==> config.mk <==
export PLATFORM = sky130hd
export DESIGN_NAME = fpm_seq_ctrl
export DESIGN_NICKNAME = d
export VERILOG_FILES = /design/src/rtl/fpm_seq_ctrl.sv
export SDC_FILE = /design/constraint.sdc
export NUM_CORES = 1
export LEC_CHECK = 0
export ABC_CLOCK_PERIOD_IN_PS = 1150
export BUFFER_PORTS_ARGS = -buffer_cell sky130_fd_sc_hd__buf_2
export CAP_MARGIN = 0
export CORE_AREA = 5 5 42 44
export CTS_CLUSTER_SIZE = 40
export DETAILED_ROUTE_END_ITERATION = 16
export DIE_AREA = 0 0 47 49
export PLACE_DENSITY = 0.67
export SYNTH_ARGS = -nofsm -noshare
export SYNTH_HDL_FRONTEND = slang
export SYNTH_SLANG_ARGS = --single-unit
==> constraint.sdc <==
create_clock -name clk -period 1.15 [get_ports clk]
set_input_delay 0.23 -clock clk [delete_from_list [all_inputs] [get_ports clk]]
set_output_delay 0.23 -clock clk [all_outputs]
set_load 0.005 [all_outputs]
==> src/rtl/fpm_seq_ctrl.sv <==
// Sequencing FSM for an iterative floating-point mantissa multiplier.
// Drives load / step / normalise enables and holds the result handshake.
module fpm_seq_ctrl #(
  parameter int MANT_W       = 24,
  parameter int BITS_PER_CYC = 1,
  localparam int ITER  = (MANT_W + BITS_PER_CYC - 1) / BITS_PER_CYC,
  localparam int CNT_W = $clog2(ITER + 1)
) (
  input  logic             clk,
  input  logic             rst_n,
  input  logic             start,
  output logic             ready,
  input  logic             bypass,
  input  logic             abort,
  input  logic             res_ready,
  output logic             res_valid,
  output logic             ld_en,
  output logic             step_en,
  output logic             norm_en,
  output logic [CNT_W-1:0] iter_cnt,
  output logic [2:0]       state
);

  typedef enum logic [2:0] {
    IDLE    = 3'b000,
    LOAD    = 3'b001,
    COMPUTE = 3'b010,
    NORM    = 3'b011,
    DONE    = 3'b100
  } state_e;

  localparam logic [CNT_W-1:0] LAST = CNT_W'(ITER - 1);

  // Kept as a plain vector so unused encodings stay representable.
  logic [2:0]       state_q;
  state_e           state_d;
  logic [CNT_W-1:0] cnt_q;
  logic [CNT_W-1:0] cnt_d;
  logic             accept;

  assign ready = !abort &&
                 (state_q == IDLE ||
                  (state_q == DONE && res_ready));
  assign accept   = start && ready;
  assign iter_cnt = cnt_q;
  assign state    = state_q;

  always_comb begin
    state_d   = state_e'(state_q);
    cnt_d     = '0;
    ld_en     = 1'b0;
    step_en   = 1'b0;
    norm_en   = 1'b0;
    res_valid = 1'b0;
    unique case (state_q)
      IDLE: begin
        if (accept) state_d = LOAD;
      end
      LOAD: begin
        ld_en = 1'b1;
        if (abort)       state_d = IDLE;
        else if (bypass) state_d = DONE;
        else             state_d = COMPUTE;
      end
      COMPUTE: begin
        step_en = 1'b1;
        if (abort)              state_d = IDLE;
        else if (cnt_q == LAST) state_d = NORM;
        else                    cnt_d = cnt_q + CNT_W'(1);
      end
      NORM: begin
        norm_en = 1'b1;
        state_d = abort ? IDLE : DONE;
      end
      DONE: begin
        res_valid = 1'b1;
        if (res_ready) state_d = accept ? LOAD : IDLE;
      end
      default: state_d = IDLE;
    endcase
  end

  always_ff @(posedge clk) begin
    if (!rst_n) begin
      state_q <= IDLE;
      cnt_q   <= '0;
    end else begin
      state_q <= state_d;
      cnt_q   <= cnt_d;
    end
  end

endmodule

# After elaboration in Yosys (flattened, before gate mapping)

Index checks and enable logic that the tools add are counted.

Output and inout port bits: 13
Bits in registers: 8
Input bits: 6

Bitwise gates (word level): 2
Equality and inequality tests: 8
Reduce and logical (&&, ||, !) cells: 8
Multiplexer cells: 13
Add/subtract/negate cells: 1

Operators by type and width:

| operator            | number |
|---|---|
| $mux 3              | 7 |
| $pmux 3 s5          | 1 |
| $eq 3x2->1 const B  | 2 |
| $add 5x1->5 const B | 1 |
| $eq 5x5->1 const B  | 1 |
| $mux 1              | 5 |
| $ne 2x2->1 const B  | 2 |
| $reduce_or 4->1     | 1 |
| $eq 3x1->1 const B  | 1 |
| $eq 3x3->1 const B  | 1 |
| $logic_and 1x1->1   | 3 |
| $logic_not 3->1     | 1 |
| $ne 3x3->1 const B  | 1 |
| $reduce_and 3->1    | 1 |
| $not 1->1           | 2 |
| $logic_not 1->1     | 1 |
| $logic_or 1x1->1    | 1 |

# Logic depth before layout (Yosys ltp)

Gate-level depths: netlist of the first run.

Depth after elaboration: 8
Depth in mapped cells: 4
Mapped depth without buffers: 4

# Worst setup path before layout of the first run

OpenSTA, ideal clock, no wires.

Path type: register to register
From: reg cnt_q[0] (netlist: iter_cnt[0])
To: reg state_q[0] (netlist: state[0])
Slack: 78 ps
Path buffers: 0
Cell stages (with the launch flop): 5
Arrival: 1,014 ps
Path through: dfxtp_1 ha_1 nand4b_1 nor3b_1 o21a_1

Cells in the longest elaborated chain, start to end: 3

Ends and longest elaborated chain:

| what                              | RTL line | source |
|---|---|---|
| from (decl)                       | 37       | `logic [CNT_W-1:0] cnt_q;` |
| from (signal assigned)            | 89       | `cnt_q <= cnt_d;` |
| $eq 5x5->1                        | 68       | `else if (cnt_q == LAST) state_d = NORM;` |
| $ne 3x3->1 (no source line)       | n/a      |  |
| $reduce_and 3->1 (no source line) | n/a      |  |
| to (signal assigned)              | 88       | `state_q <= state_d;` |
| to (decl)                         | 35       | `logic [2:0] state_q;` |

No other way between the ends.
A chain may end at the register's enable or synchronous reset.

# Worst setup path after layout of the first run

From: reg state_q[2] (netlist: state[2])
To: out ready

Cells in the longest elaborated chain, start to end: 4
Elaborated cells between the ends (all ways): 5

Ends and longest elaborated chain:

| what                  | RTL line | source |
|---|---|---|
| $eq 3x3->1            | 43       | `(state_q == DONE && res_ready));` |
| $logic_and 1x1->1     | 43       |  |
| $logic_or 1x1->1 (*)  | 42       | `(state_q == IDLE \|\|` |
| $logic_and 1x1->1 (*) | 41       | `assign ready = !abort &&` |
| to (decl)             | 12       | `output logic ready,` |

Mark *: on every way between the ends. The rest lies on a longest branch, timed or not.

==> reports/metrics.csv, run 1 <==
stage,metric,value,unit
timing,relSlewSlack,0.8117,
setup_path,cp.required,0.92,ns
place,place.gp.congestion,0.8551,
clocking,clk-insertion-delay-late,0.25,ns
yosys,synth.most_common_cell,dfxtp_1,
finish,utilization,0.4536,
die,io_pins,19,
route,vias,425,
setup_path,rrSetupSlack,0.09,ns
global_route,grt_pass1_wl,1711,um
die,core_area,1401,um2
die,die_area,2303,um2
setup_path,cp-start-kind,flip-flop,
route,drt-initial-drc-count,10,
yosys,yosys_warnings,0,
yosys,synth_commonest_cells,"dfxtp_1, nor2_1, nand2_1",
route,wire_per_inst,12.12,um
global_route,antenna_found_initial,0,
timing,setup_violations,5,
finish,antenna_cells,0,
global_route,grt.overflow.total,0,
yosys,syn_nets,53,
yosys,yosys.area.top_type,dfxtp_1,
timing,layout_setup_ws,-0.1926,ns
place,io_buffers,18,
die,rows,14,
setup_path,critical_path_class,reg -> out,
min_path,min_path_type,in -> reg,
place,dp_hpwl,761.6,um
timing,min_period_over_period,1.167,
global_route,grt_max_degree,10,
timing,worst_slew_pin_slew,0.2799,ns
timing,rsz0062_at_grt,true,
clocking,cts-root-buf,clkbuf_4,
global_route,grtUsageTotal,0.1039,
die,start_util,0.2795,
yosys,synth_ff_type,dfxtp_1,
clocking,clk_pin_slew_worst_paths,0.06,ns
finish,fin_nets,83,
clocking,cts_max_level,1,
timing,min_period,1.343,ns
power,vdd_drop_max,0.4325,mV
route,drt-total-wl,1091,um
place,placed_area,531.8,um2
flow_run,maxCapViolCount,0,
die,die_h,49,um
route,dr.pass1.iters,4,
yosys,avgSynthCellArea,8.514,um2
power,p_leak,0.2883,nW
yosys,netlist_instances,46,
yosys,seq_area_frac_synth,0.4089,
yosys,ys_seq_elements,8,
global_route,first_global_vias,367,
yosys,synth_top_area_frac,0.4089,
timing,max_freq,0.7448,GHz
route,route.detailed.drc,0,
route,drtAntennaViolNets,0,
finish,fin_area,635.6,um2
setup_path,cp_max_fo,4,
yosys,synth_area_leaders,"dfxtp_1, nor2_1, nand4b_1",
run_status,violations,setup timing,
timing,report.final.hold_viol_count,0,
finish,drive_gt1_frac,0.5405,
die,die_w,47,um
clocking,cts_made_buffers,3,
place,pre_cts_ws,0.04741,ns
timing,final-max-slew-violation-count,0,
yosys,synthArstFlopShare,0,
power,pwr_density_cell,868.5,nW/um2
power,p_total,0.5520,mW
route,drt-vias-per-instance,4.722,
clocking,clock_path_buffers,2,
timing,finClkSkew,0.006227,ns
finish,area_growth_syn_to_layout,62.30,%
setup_path,cp-end-kind,output port,
setup_path,arrival,1.11,ns
yosys,synth.distinct_cells,25,
clocking,hold_buffers,0,
clocking,clock-sinks,8,
yosys,synth_edf_count,0,
yosys,syn-cell-area,391.6,um2
finish,nFillCells,152,
run_status,status,"complete, but fails checks",
clocking,cts_tree,yes,
==> path summary, 6_finish.rpt <==
kind | from | endpoint | depth (start not counted)
setup / recovery | state[2]$_SDFFE_PN0P_ | ready | 3
hold reg to reg | iter_cnt[0]$_SDFF_PP0_ | iter_cnt[0]$_SDFF_PP0_ | 1
hold / removal | rst_n | state[1]$_SDFFE_PN0P_ | 2
setup reg to reg | iter_cnt[1]$_SDFF_PP0_ | state[0]$_SDFFE_PN0P_ | 4
==> cell usage in the layout, fill, tap and decap left out, types with 2 or more instances in the layout <==
cell	count
buf_2	16
buf_4	5
buf_6	3
clkbuf_4	3
dfxtp_1	3
dfxtp_2	3
dfxtp_4	2
inv_1	3
nand2_1	4
nand4b_1	2
nor2_1	6
==> sequential cells by signal, summed over array words and instances (netlist names) <==
register  flops
iter_cnt      5
state         3
==> final cells by class <==
type                    instances  area, um2  area share
inverters                       3      11.26     0.01772
clock buffers                   3      22.52     0.03543
multi-input cells              35      255.2      0.4016
flip-flops and latches          8      171.4      0.2697
well taps                      16      20.02     0.03150
repair buffers                 25      155.1      0.2441
==> per-stage QoR <==
stage | cells | setup TNS (ns) | hold WS (ns)
3_3_place_gp | 84 | 0 | 0.4400
3_5_place_dp | 84 | 0 | 0.4476
4_1_cts | 88 | -0.6040 | 0.2132
5_1_grt | 90 | -0.9205 | 0.2296
2_1_floorplan | 46 | 0 | 0.3759
6_report | 90 | -0.6246 | 0.2405
==> cell families after synthesis <==
kind of cell / count (synthesis) / share of synthesized area
AND/OR/NAND/NOR: 26 / 0.3835
flip-flops: 8 / 0.4089
AO/OA/AOI/OAI: 6 / 0.1022
buffers and inverters: 3 / 0.02875
XOR/XNOR: 2 / 0.04474
adder cells (fa/ha/maj): 1 / 0.03194
==> routing by layer <==
metal / wire length, um / part of all wire / track usage
met4: 0 / 0 / 0.05069
met2: 515 / 0.47 / 0.1176
met3: 102 / 0.093 / 0.07011
met5: 0 / 0 / 0
met1: 473 / 0.43 / 0.1444
==> critical path, cell delays in order, from the launching register on <==
cell and delay (ns):
dfxtp_2 0.33, nor2b_1 0.14, nor4_1 0.21, buf_2 0.18
==> where the power goes <==
group	total, mW	switching [mW]	leakage (nW)	internal [mW]
clock network	0.213	0.0937	0.0138	0.119
registers	0.282	0.00543	0.0676	0.277
logic	0.0566	0.0243	0.207	0.0324
==> repair_timing <==
item | 4_1_cts | 5_1_grt
setup endpoints to repair | 6 | 7
gates cloned | 0 | 0
buffers inserted | 2 | 2
resized for setup | 7 | 11
pin swaps | 2 | 4
Power figures use the tool's default switching activity.
==> inputs of run 2 (changes only) <==
- BUFFER_PORTS_ARGS: -buffer_cell sky130_fd_sc_hd__buf_2 -> -buffer_cell sky130_fd_sc_hd__buf_4
==> reports/metrics.csv, run 2 (synthesis gave the netlist of run 1 again) <==
stage,metric,value,unit
run_status,status,"complete, but fails checks",
run_status,violations,setup timing,
finish,layout_common_cells,"buf_4, buf_6, nor2_1",
place,place.gp.congestion,0.8065,
timing,finClkSkew,0.004303,ns
timing,relSlewSlack,0.8433,
die,rows,14,
setup_path,cp-end-kind,output port,
setup_path,critical_path_class,reg -> out,
clocking,cts_tree,yes,
finish,area_growth_syn_to_layout,89.78,%
timing,setup_violations,5,
die,io_pins,19,
clocking,clk_pin_slew_worst_paths,0.05,ns
timing,rsz0062_at_grt,true,
timing,max_freq,0.7501,GHz
route,drt-met1-wl,527,um
power,p_leak,0.3317,nW
clocking,clock_path_buffers,2,
min_path,hold_start,rst_n,
finish,final_cells,95,
die,die_area,2303,um2
timing,worst_slew_pin_slew,0.2348,ns
route,drt-total-wl,1269,um
die,core_area,1401,um2
setup_path,r2r_end,iter_cnt[1]$_SDFF_PP0_,
finish,nFillCells,137,
timing,report.final.hold_viol_count,0,
min_path,min_to,state[1]$_SDFFE_PN0P_,
setup_path,rrSetupSlack,0.07,ns
place,io_buffers,18,
timing,final-max-slew-violation-count,0,
finish,fin_nets,88,
power,pwr_density_cell,748.4,nW/um2
clocking,cts_max_level,1,
route,drt-initial-drc-count,3,
place,placed_area,599.3,um2
route,vias,439,
setup_path,cp.required,0.92,ns
flow_run,maxCapViolCount,0,
finish,drive_gt1_frac,0.5949,
global_route,grtUsageTotal,0.1066,
clocking,cts-root-buf,clkbuf_4,
finish,mostFrequentLayoutCell,buf_4,
global_route,grt_max_degree,9,
route,highest_layer,met3,
setup_path,reg2reg_depth,4,
setup_path,r2r-start,state[0]$_SDFFE_PN0P_,
timing,layout_setup_ws,-0.1831,ns
clocking,clock-sinks,8,
route,wire_per_inst,13.36,um
die,die_w,47,um
finish,antenna_cells,0,
route,drt-vias-per-instance,4.621,
clocking,clk-insertion-delay-late,0.25,ns
die,die_h,49,um
die,start_util,0.2795,
route,dr.pass1.iters,2,
global_route,grt.overflow.total,0,
clocking,cts_made_buffers,3,
setup_path,cp_max_fo,6,
place,dp_hpwl,820.1,um
global_route,grt_pass1_wl,1759,um
finish,largest_register_ffs,5,
timing,min_period_over_period,1.159,
clocking,hold_buffers,0,
finish,utilization,0.5304,
setup_path,cp-start-kind,flip-flop,
route,met2_length,685,um
min_path,min_path_type,in -> reg,
power,vdd_drop_max,0.6667,mV
timing,min_period,1.333,ns
route,wl_met3,56,um
global_route,first_global_vias,391,
power,p_total,0.5563,mW
route,drtAntennaViolNets,0,
global_route,antenna_found_initial,0,
route,route.detailed.drc,0,
min_path,hold_depth,2,
place,placedCellCount,87,
setup_path,arrival,1.10,ns
finish,fin_area,743.2,um2
[run 2: metal layers]
| layer | vias up | global-route usage |
|---|---|---|
| met5 | - | 0 |
| met4 | 0 | 0.05069 |
| met3 | 0 | 0.05535 |
| met2 | 10 | 0.1493 |
| met1 | 204 | 0.1305 |
| li1 | 225 | - |
[run 2: stage by stage]
stage	setup slack, ns	hold WS (ns)	TNS (ns)
6_report	-0.1831	0.2479	-0.6489
5_1_grt	-0.2214	0.2645	-0.9232
4_1_cts	-0.1855	0.2319	-0.6384
3_5_place_dp	0.04548	0.4892	0
3_3_place_gp	0.06037	0.4767	0
2_1_floorplan	0.07825	0.3759	0
[run 2: report_power, final]
part / total [mW] / switching (mW) / internal [mW] / leakage (nW)
clock network: 0.207 / 0.0878 / 0.119 / 0.0138
registers: 0.283 / 0.00548 / 0.277 / 0.0676
logic: 0.0669 / 0.0260 / 0.0409 / 0.250
[run 2: final cells by class]
cell class	instances	area, um2	area share
Multi-Input combinational cell	35	262.8	0.3535
Timing Repair Buffer	30	255.2	0.3434
Sequential cell	8	171.4	0.2306
Clock buffer	3	22.52	0.03030
Tap cell	16	20.02	0.02694
Inverter	3	11.26	0.01515
[run 2: worst max-delay path by stage]
stage | cells past startpoint | from | slack (ns) | end
6_report | 3 | state[1]$_SDFFE_PN0P_ | -0.18 | step_en
5_1_grt | 3 | state[1]$_SDFFE_PN0P_ | -0.22 | step_en
4_1_cts | 3 | state[2]$_SDFFE_PN0P_ | -0.19 | step_en
3_5_place_dp | 3 | state[2]$_SDFFE_PN0P_ | 0.05 | step_en
3_3_place_gp | 3 | state[2]$_SDFFE_PN0P_ | 0.06 | step_en
2_1_floorplan | 4 | iter_cnt[0]$_SDFF_PP0_ | 0.08 | state[0]$_SDFFE_PN0P_
[run 2: critical path, stage by stage (launching register included)]
cell and delay, ns:
dfxtp_4 0.36, and2b_1 0.18, and2b_2 0.20, buf_6 0.11
[run 2: what timing repair did]
action                                  4_1_cts  5_1_grt
setup buffers                                 6        2
pin swaps                                     4        5
resized for setup                            17       10
endpoints found under the setup margin        6       12
